--- config.mk ---
export PLATFORM = sky130hd
export DESIGN_NAME = issue_scoreboard
export DESIGN_NICKNAME = d
export VERILOG_FILES = /design/src/rtl/kl_pkg.sv /design/src/rtl/sb_lane_check.sv /design/src/rtl/issue_scoreboard.sv
export SDC_FILE = /design/constraint.sdc
export NUM_CORES = 1
export LEC_CHECK = 0
export CAP_MARGIN = 0
export CELL_PAD_IN_SITES_DETAIL_PLACEMENT = 0
export CELL_PAD_IN_SITES_GLOBAL_PLACEMENT = 1
export CORE_MARGIN = 2
export CORE_UTILIZATION = 38
export DETAILED_ROUTE_END_ITERATION = 12
export GPL_TIMING_DRIVEN = 0
export HOLD_SLACK_MARGIN = 0.03
export PLACE_DENSITY_LB_ADDON = 0.1
export SKIP_LAST_GASP = 1
export SLEW_MARGIN = 0
export SYNTH_ARGS = -nofsm -noshare
export SYNTH_HDL_FRONTEND = slang
export SYNTH_SLANG_ARGS = --single-unit
--- constraint.sdc ---
create_clock -name clk -period 8.5 [get_ports clk]
set_clock_uncertainty 0.1 [all_clocks]
set_input_delay 2.55 -clock clk [delete_from_list [all_inputs] [get_ports clk]]
set_output_delay 2.55 -clock clk [all_outputs]
set_load 0.02 [all_outputs]
--- src/rtl/kl_pkg.sv ---
// Shared definitions for the issue scoreboard slice.
//   - Default parameter constants for issue_scoreboard.
//   - lane_dec_t: one decoded instruction lane (sources, destination, enables,
//     write flag, result latency, memory flag). Fields are sized for the largest
//     supported configuration; narrower configurations zero-extend into them.
//   - eff_lat(): result latency with a zero latency promoted to one cycle.
package kl_pkg;

    localparam int unsigned DEF_ISSUE_W   = 2;
    localparam int unsigned DEF_NREGS     = 8;
    localparam int unsigned DEF_LAT_W     = 2;
    localparam int unsigned DEF_MEM_PORTS = 1;
    localparam int unsigned DEF_BYPASS    = 1;

    // Upper bounds on register-index and latency widths carried in lane_dec_t.
    localparam int unsigned MAX_RW    = 6;
    localparam int unsigned MAX_LAT_W = 4;

    typedef struct packed {
        logic [MAX_RW-1:0]    rs1;
        logic [MAX_RW-1:0]    rs2;
        logic                 rs1_en;
        logic                 rs2_en;
        logic [MAX_RW-1:0]    rd;
        logic                 we;
        logic [MAX_LAT_W-1:0] lat;
        logic                 mem;
    } lane_dec_t;

    function automatic logic [MAX_LAT_W-1:0] eff_lat(input logic [MAX_LAT_W-1:0] lat);
        return (lat == '0) ? MAX_LAT_W'(1) : lat;
    endfunction

endpackage

--- src/rtl/sb_lane_check.sv ---
// Per-lane readiness against the current scoreboard counters.
// Ports:
//   dec     - decoded lane record
//   cnt     - flattened per-register pending counters, NREGS x LAT_W
//   src_ok  - every enabled source is ready (cnt <= 1 with bypass, else cnt == 0)
//   waw_ok  - a writer's pending counter does not exceed its effective latency
//   lat_eff - effective latency (0 promoted to 1), LAT_W bits, loaded on issue
//   mem_op  - lane is a memory op (forwarded so the top reads one record)
module sb_lane_check
    import kl_pkg::*;
#(
    parameter int unsigned NREGS  = DEF_NREGS,
    parameter int unsigned LAT_W  = DEF_LAT_W,
    parameter int unsigned BYPASS = DEF_BYPASS
) (
    input  lane_dec_t              dec,
    input  logic [NREGS*LAT_W-1:0] cnt,
    output logic                   src_ok,
    output logic                   waw_ok,
    output logic [LAT_W-1:0]       lat_eff,
    output logic                   mem_op
);

    localparam logic [LAT_W-1:0] READY_MAX = (BYPASS != 0) ? LAT_W'(1) : '0;

    logic [LAT_W-1:0]     cnt_rs1;
    logic [LAT_W-1:0]     cnt_rs2;
    logic [LAT_W-1:0]     cnt_rd;
    logic [MAX_LAT_W-1:0] lat_full;

    // Register-file style read of the three counters this lane cares about.
    always_comb begin
        cnt_rs1 = '0;
        cnt_rs2 = '0;
        cnt_rd  = '0;
        for (int unsigned r = 0; r < NREGS; r++) begin
            if (dec.rs1 == MAX_RW'(r)) cnt_rs1 = cnt[r*LAT_W +: LAT_W];
            if (dec.rs2 == MAX_RW'(r)) cnt_rs2 = cnt[r*LAT_W +: LAT_W];
            if (dec.rd  == MAX_RW'(r)) cnt_rd  = cnt[r*LAT_W +: LAT_W];
        end
    end

    always_comb begin
        lat_full = eff_lat(dec.lat);
        lat_eff  = lat_full[LAT_W-1:0];
        src_ok   = (!dec.rs1_en || (cnt_rs1 <= READY_MAX)) &&
                   (!dec.rs2_en || (cnt_rs2 <= READY_MAX));
        // An older write still outstanding longer than ours would land after us.
        waw_ok   = !dec.we || (MAX_LAT_W'(cnt_rd) <= lat_full);
        mem_op   = dec.mem;
    end

endmodule

--- src/rtl/issue_scoreboard.sv ---
// In-order multi-lane issue scoreboard.
// Tracks a pending-write counter per architectural register and decides,
// combinationally, which prefix of the decoded bundle may issue this cycle.
// Ports:
//   clk, reset           - clock, asynchronous active-high reset
//   in_valid             - per-lane instruction present (lane 0 oldest)
//   in_rs1/in_rs2        - flattened ISSUE_W x RW source indices, with enables
//   in_rd, in_we         - flattened destination index and write flag
//   in_lat               - flattened ISSUE_W x LAT_W result latency
//   in_mem               - per-lane memory op flag
//   flush                - kill all in-flight writes, issue nothing
//   issue_mask/issue_cnt - lanes issuing this cycle and their popcount
//   stall, fetch_next    - some valid lane held back / whole bundle issued
//   busy                 - per-register pending-write flag
//   stall_cycles         - saturating count of stalled cycles
module issue_scoreboard
    import kl_pkg::*;
#(
    parameter int unsigned ISSUE_W   = DEF_ISSUE_W,
    parameter int unsigned NREGS     = DEF_NREGS,
    parameter int unsigned LAT_W     = DEF_LAT_W,
    parameter int unsigned MEM_PORTS = DEF_MEM_PORTS,
    parameter int unsigned BYPASS    = DEF_BYPASS,
    localparam int unsigned RW       = (NREGS > 1) ? $clog2(NREGS) : 1,
    localparam int unsigned CW       = $clog2(ISSUE_W + 1)
) (
    input  logic                     clk,
    input  logic                     reset,
    input  logic [ISSUE_W-1:0]       in_valid,
    input  logic [ISSUE_W*RW-1:0]    in_rs1,
    input  logic [ISSUE_W*RW-1:0]    in_rs2,
    input  logic [ISSUE_W-1:0]       in_rs1_en,
    input  logic [ISSUE_W-1:0]       in_rs2_en,
    input  logic [ISSUE_W*RW-1:0]    in_rd,
    input  logic [ISSUE_W-1:0]       in_we,
    input  logic [ISSUE_W*LAT_W-1:0] in_lat,
    input  logic [ISSUE_W-1:0]       in_mem,
    input  logic                     flush,
    output logic [ISSUE_W-1:0]       issue_mask,
    output logic [CW-1:0]            issue_cnt,
    output logic                     stall,
    output logic                     fetch_next,
    output logic [NREGS-1:0]         busy,
    output logic [15:0]              stall_cycles
);

    logic [NREGS-1:0][LAT_W-1:0] cnt_q, cnt_d;
    logic [15:0]                 stall_cycles_q, stall_cycles_d;

    lane_dec_t [ISSUE_W-1:0]             dec;
    logic [ISSUE_W-1:0]                  src_ok;
    logic [ISSUE_W-1:0]                  waw_ok;
    logic [ISSUE_W-1:0]                  mem_op;
    logic [ISSUE_W-1:0][LAT_W-1:0]       lat_eff;
    logic [NREGS*LAT_W-1:0]              cnt_flat;

    logic        active;
    logic        chain;
    logic        hazard;
    int unsigned mem_used;

    assign cnt_flat = cnt_q;
    assign active   = !reset && !flush;

    // Widen each lane's fields into the shared decode record.
    always_comb begin
        dec = '0;
        for (int i = 0; i < ISSUE_W; i++) begin
            dec[i].rs1    = MAX_RW'(in_rs1[i*RW +: RW]);
            dec[i].rs2    = MAX_RW'(in_rs2[i*RW +: RW]);
            dec[i].rs1_en = in_rs1_en[i];
            dec[i].rs2_en = in_rs2_en[i];
            dec[i].rd     = MAX_RW'(in_rd[i*RW +: RW]);
            dec[i].we     = in_we[i];
            dec[i].lat    = MAX_LAT_W'(in_lat[i*LAT_W +: LAT_W]);
            dec[i].mem    = in_mem[i];
        end
    end

    for (genvar g = 0; g < ISSUE_W; g++) begin : g_lane
        sb_lane_check #(
            .NREGS  (NREGS),
            .LAT_W  (LAT_W),
            .BYPASS (BYPASS)
        ) u_check (
            .dec     (dec[g]),
            .cnt     (cnt_flat),
            .src_ok  (src_ok[g]),
            .waw_ok  (waw_ok[g]),
            .lat_eff (lat_eff[g]),
            .mem_op  (mem_op[g])
        );
    end

    // In-order issue chain. Once a lane fails, chain stays low so nothing
    // younger issues. When lane i is evaluated with chain high, every earlier
    // lane is valid and issuing, so hazards only need to scan lanes below i.
    always_comb begin
        issue_mask = '0;
        chain      = active;
        hazard     = 1'b0;
        mem_used   = 0;
        for (int i = 0; i < ISSUE_W; i++) begin
            hazard = 1'b0;
            for (int j = 0; j < i; j++) begin
                if (in_we[j]) begin
                    if (in_rs1_en[i] && (in_rs1[i*RW +: RW] == in_rd[j*RW +: RW])) hazard = 1'b1;
                    if (in_rs2_en[i] && (in_rs2[i*RW +: RW] == in_rd[j*RW +: RW])) hazard = 1'b1;
                    if (in_we[i] && (in_rd[i*RW +: RW] == in_rd[j*RW +: RW])) hazard = 1'b1;
                end
            end
            if (mem_op[i] && (mem_used >= MEM_PORTS)) hazard = 1'b1;
            chain         = chain && in_valid[i] && src_ok[i] && waw_ok[i] && !hazard;
            issue_mask[i] = chain;
            if (mem_op[i]) mem_used = mem_used + 1;
        end
    end

    always_comb begin
        issue_cnt = '0;
        for (int i = 0; i < ISSUE_W; i++) begin
            issue_cnt = issue_cnt + CW'(issue_mask[i]);
        end
        stall      = active && |(in_valid & ~issue_mask);
        fetch_next = active && |in_valid && !stall;
    end

    // Decrement every counter; an issuing writer reloads its destination.
    always_comb begin
        cnt_d = cnt_q;
        for (int r = 0; r < NREGS; r++) begin
            cnt_d[r] = (cnt_q[r] != '0) ? cnt_q[r] - LAT_W'(1) : '0;
            for (int i = 0; i < ISSUE_W; i++) begin
                if (issue_mask[i] && in_we[i] && (in_rd[i*RW +: RW] == RW'(r))) begin
                    cnt_d[r] = lat_eff[i];
                end
            end
        end
        if (flush) cnt_d = '0;
    end

    always_comb begin
        stall_cycles_d = stall_cycles_q;
        if (stall && (stall_cycles_q != 16'hFFFF)) stall_cycles_d = stall_cycles_q + 16'd1;
    end

    always_ff @(posedge clk or posedge reset) begin
        if (reset) begin
            cnt_q          <= '0;
            stall_cycles_q <= '0;
        end else begin
            cnt_q          <= cnt_d;
            stall_cycles_q <= stall_cycles_d;
        end
    end

    always_comb begin
        busy = '0;
        for (int r = 0; r < NREGS; r++) begin
            busy[r] = (cnt_q[r] != '0);
        end
    end

    assign stall_cycles = stall_cycles_q;

endmodule

After elaboration in Yosys (flattened, before gate mapping). Cells that the tools add are included.

Register bits after elaboration: 32. Input port bits: 35.

Add/sub/neg operators: 10. Order comparisons: 7. Equality and inequality tests: 46. Mux-type cells: 81. Bitwise gates (word level): 2. Reductions and logical operators: 72.

Operators by type and width (number): 2-bit 2-to-1 mux (74); 3-bit == test, second input constant (24); 3-bit by 2-bit == test with 1-bit output, second input constant (12); 1-bit logical AND (36); 6-bit logical NOT (6); 32-bit by 1-bit greater-or-equal comparator with 1-bit output, second input constant (1); 3-bit by 1-bit == test with 1-bit output, second input constant (6); 16-bit by 1-bit adder with 16-bit output, second input constant (1); 16-bit 2-to-1 mux (1); 16-bit != test, second input constant (1); 2-bit nonzero test (8); 2-bit by 1-bit subtractor with 2-bit output, second input constant (8); 1-bit logical NOT (10); 3-bit == test (3); 2-bit by 1-bit less-or-equal comparator with 1-bit output, second input constant (4); 2-bit by 4-bit less-or-equal comparator with 1-bit output (2); 4-bit logical NOT (2); 3-bit logical NOT (2); 1-bit logical OR (6); 1-bit 2-to-1 mux (6); 2-bit OR reduction (2); 1-bit by 1-bit adder with 2-bit output (1); 2-bit AND (1); 2-bit inverter (1).

Longest topological paths before layout.
Word-level depth: 24. Mapped depth: 18. Gate-level depth less buffers: 15.

Modules after synthesis. A second synthesis with hierarchy kept.

Cell total of the unflattened synthesis: 327. Area, all modules: 2965.3 µm².

By module, submodules not included: issue_scoreboard (times used 1, cells each 257, area each 2234.6 µm², seq. area each 800.8 µm²); sb_lane_check (times used 2, cells each 35, area each 365.4 µm², seq. area each 0.0 µm²).

Least setup slack after synthesis. OpenSTA, ideal clock, no wires.

Path kind: input-to-output. Start: input in_rd[0]. End: output issue_cnt[0]. Data arrival time: 5.457 ns. Required time: 5.850 ns. Path slack: 0.393 ns. Cell stages on the path: 17. Cell sequence: clkbuf_1 buf_1 nor2_1 a21oi_1 nor2_1 a221oi_1 a21oi_1 ha_1 nor2b_1 o211ai_1 o2111ai_1 or2_1 buf_4 nor2_2 buf_6 buf_12 ha_1.

Word-level cells in the longest chain between the ends: 17. Elaborated cells on any way between the ends: 36. Classes of those cells: add/sub: 1; order compare: 1; eq/ne: 10; mux: 13; reduce/logical: 11.

Ends and longest elaborated chain: start: declaration (line issue_scoreboard.sv:34) `input logic [ISSUE_W*RW-1:0] in_rd,`; 6-bit logical NOT (line sb_lane_check.sv:39) `if (dec.rd == MAX_RW'(r)) cnt_rd = cnt[r*LAT_W +: LAT_W];`; 2-bit 2-to-1 mux (8 in series) (line sb_lane_check.sv:39); 2-bit by 4-bit less-or-equal comparator with 1-bit output (line sb_lane_check.sv:49) `waw_ok = !dec.we || (MAX_LAT_W'(cnt_rd) <= lat_full);`; 1-bit logical OR (line sb_lane_check.sv:49); 1-bit logical AND (4 in series) (line issue_scoreboard.sv:113) `chain = chain && in_valid[i] && src_ok[i] && waw_ok[i] && !hazard;`; 1-bit logical AND (*) (line issue_scoreboard.sv:113); via chain (line issue_scoreboard.sv:58) `logic chain;`; 1-bit by 1-bit adder with 2-bit output (*) (line issue_scoreboard.sv:122) `issue_cnt = issue_cnt + CW'(issue_mask[i]);`; end: declaration (line issue_scoreboard.sv:40) `output logic [CW-1:0] issue_cnt,`.

Mark *: on every way through the listed nets, which the timed path passes. The rest lies on a longest branch.

Worst setup path in the final report.
Start: input in_rd[3]. End: output issue_cnt[0].

Word-level cells in the longest chain between the ends: 14. Elaborated cells on any way between the ends: 27. Classes of those cells: add/sub: 1; order compare: 1; eq/ne: 8; mux: 11; reduce/logical: 6.

Ends and longest elaborated chain (line): 6-bit logical NOT (sb_lane_check.sv:39); 2-bit 2-to-1 mux (8 in series) (sb_lane_check.sv:39); 2-bit by 4-bit less-or-equal comparator with 1-bit output (sb_lane_check.sv:49); 1-bit logical OR (sb_lane_check.sv:49); 1-bit logical AND (issue_scoreboard.sv:113); 1-bit logical AND (*) (issue_scoreboard.sv:113); via chain (issue_scoreboard.sv:58); 1-bit by 1-bit adder with 2-bit output (*) (issue_scoreboard.sv:122).

Marks and branches as above.

==> results.yml <==
status:
  status: "completed"
worst_setup_path:
  crit_fanout: 11
  cp_common_cell: "ha_1"
  critPathLaunchType: "input port"
  path_cells: "buf_4 > mux4_2 > mux2i_1 > a21oi_1 > ha_1 > nor2b_1 > o211ai_1 > nand4_1 > or4_4 > nor2_4 > buf_6 > buf_12 > ha_1 > buf_2"
  worst_ep_required_time_ns: 5.85
  critical_path.top_delay_family: "simple AND/OR/NAND/NOR gates"
  crit_type: "in -> out"
  cp.arrival_ns: 5.70
  cpPeakStageDelay_ns: 0.62
  cp_slowest_cell: "or4_4"
  cp-end-kind: "output port"
  crit_buf_inv: 4
power_and_ir_drop:
  power_mw: 0.4842
  p_leak_nw: 1.604
  power.density_nw_per_um2: 125.2
  irDropWorstVdd_mv: 0.1149
detailed_routing:
  drc: 0
  avgViaCountPerCell: 5.739
  wl_met3_um: 591
  dr_total_vias: 2864
  wl_met2_um: 4309
  top_layer: "met4"
  wl_met1_um: 4249
  ant_nets: 0
  wl_per_cell_um: 18.49
  routed_wl_um: 9226
  first_pass_iters: 4
  drtIter0Drc: 247
clock_network:
  clk_pin_slew_ns: 0.07
  clockRootBuffer: "clkbuf_8"
  cts_inserted_buffers: 5
  insertion_delay_ns: 0.28
  clk_path_buf_depth: 2
  htree_num_levels: 2
  cts_tree: "built"
  cts_sinks: 32
  cts_hold_buf: 0
placed_design:
  pre_cts_ws_ns: -1.110
  gp_congestion: 0.9396
  port_buffers: 60
  dp_hpwl_um: 6695
logic_synthesis:
  synth_top_area_cell: "dfrtp_1"
  synth_top_area_share_pct: 27.63
  syn-num-nets: 364
  ys.warnings.count: 0
  netlist_top_cells_area: "dfrtp_1, xor2_1, mux4_2"
  synth_edf_count: 0
  netlist_area_um2: 2898
  syn_inst: 323
  syn_avg_cell_area_um2: 8.971
  ys_ff_latch: 32
  ys.flop_type: "dfrtp_1"
  synth_cell_type_count: 68
  yosysSeqAreaShare_pct: 27.63
  async_flop_share_pct: 100.0
global_routing:
  grt_pass1_vias: 2844
  grt_overflow: 0
  grt_use_total_pct: 22.50
  grt_max_degree: 33
  antenna_found_initial: 0
  grt_pass1_wl_um: 14860
floorplan:
  initial_core_util_pct: 39.53
  die_width_um: 91.33
  fp.coreArea_um2: 7331
  num_rows: 31
  die_y_um: 91.33
  die_area_um2: 8340
  ios: 65
layout:
  nFillCells: 702
  diodes: 0
  final_common_cell: "clkdlybuf4s50_1"
  fin_util_pct: 52.74
  post_route_cells_drive_above_1_share_pct: 20.75
  syn2layout_area_growth_pct: 33.42
  nets: 440
  mostFrequentLayoutCells: "clkdlybuf4s50_1, dfrtp_1, nand2_1"
sta:
  slew_viol_final: 0
  rsz0062_at_grt: "false"
  post-route-period-util_pct: 98.21
  tightestPinTransition_ns: 0.6184
  setup_violations: 0
  tns_ns: 0
  finalHoldWorstSlack_ns: 0.3898
  slew_headroom_pct: 58.52
  finalHoldViolCount: 0
  fin_crit_ns: 8.348
  setup_ws_ns: 0.1523
  fmax_ghz: 0.1198
hold_path:
  hp-class: "reg -> reg"
job:
  cap_violations: 0
what timing repair did:
action                     in CTS  in global routing
setup buffers                   5                  4
pin swaps                       3                  8
resized for setup              35                 24
setup endpoints to repair       6                  6
worst register-to-register path, cell delays in order (launching register included):
cell and delay, ns:
dfrtp_1 0.50, mux4_2 0.51, mux2i_1 0.17, a21oi_1 0.07, ha_1 0.30, nor2b_1 0.13
o211ai_1 0.27, nand4_1 0.13, or4_4 0.62, buf_4 0.19, nor4_4 0.33, nor3_1 0.10
a211oi_1 0.22
cells in the mapped netlist (4+ instances only):
cell and n:
a31oi_1 7, dfrtp_1 32, o21ai_0 4, nor3_1 12
ha_1 6, nand2b_1 6, or2_2 9, buf_2 6
xnor2_1 8, clkbuf_1 9, a211oi_1 6, xor2_1 14
and3_1 4, inv_1 13, mux2_2 8, nand3_1 10
nor4_1 10, nor2_1 15, a31o_2 6, nor2b_1 10
mux4_2 5, nand2_1 29, nand4_1 9, a21oi_1 14
mux2i_1 9
area by class of cell:
type | instances | area, µm² | share of cell area [%]
flip-flops and latches | 32 | 800.8 | 20.71
clock buffers | 5 | 68.82 | 1.780
well taps | 99 | 123.9 | 3.204
repair buffers | 70 | 663.1 | 17.15
inverters | 14 | 52.55 | 1.359
plain buffers | 20 | 158.9 | 4.110
clock inverters | 3 | 42.54 | 1.100
multi-input cells | 256 | 1956 | 50.58
metal layers:
metal / global-route usage [%] / vias up
met3: 3.983 / 6
met2: 36.11 / 89
met5: 0 / -
met1: 31.85 / 1399
met4: 4.672 / 0
li1: - / 1370
kinds of logic (layout without fill, tap and decap cells):
kind of cell               count (synthesis)  in the layout  share of synthesized area [%]
muxes                                     25             25                          12.82
adders and majority gates                  6              6                          2.591
xor gates and xnor gates                  22             22                          6.650
buffers and inverters                     35            112                          6.001
and+or+nand+nor                          133            133                          26.04
AOI/OAI and AO/OA                         70             70                          18.27
DFF                                       32             32                          27.63
through the flow:
step,cell area [µm²],cells
after floorplan,2898,323
after CTS,3792,495
after global placement,3622,482
after global routing,3866,499
after detailed placement,3622,482
final,3866,499
power breakdown:
group,internal (mW),switching [mW],total [mW]
combinational,0.0723,0.0811,0.153
clock,0.0867,0.0614,0.148
sequential,0.166,0.0167,0.183
total,0.325,0.159,0.484
sequential cells by signal, indices dropped and copies added, names as in the netlist:
register,flops
cnt_flat,16
stall_cycles,16
worst paths after layout:
path                                  from                to  slack [ns]  cells past startpoint
min reg2reg                stall_cycles[5]   stall_cycles[5]        0.39                      1
min                        stall_cycles[5]   stall_cycles[5]        0.39                      1
max                               in_rd[3]      issue_cnt[0]        0.15                     14
max in group asynchronous            reset  stall_cycles[13]        5.33                      3
max reg2reg                   cnt_flat[15]       cnt_flat[4]        4.74                     12
min in group asynchronous            reset      cnt_flat[13]        2.53                      2
Power figures use the tool's default switching activity.
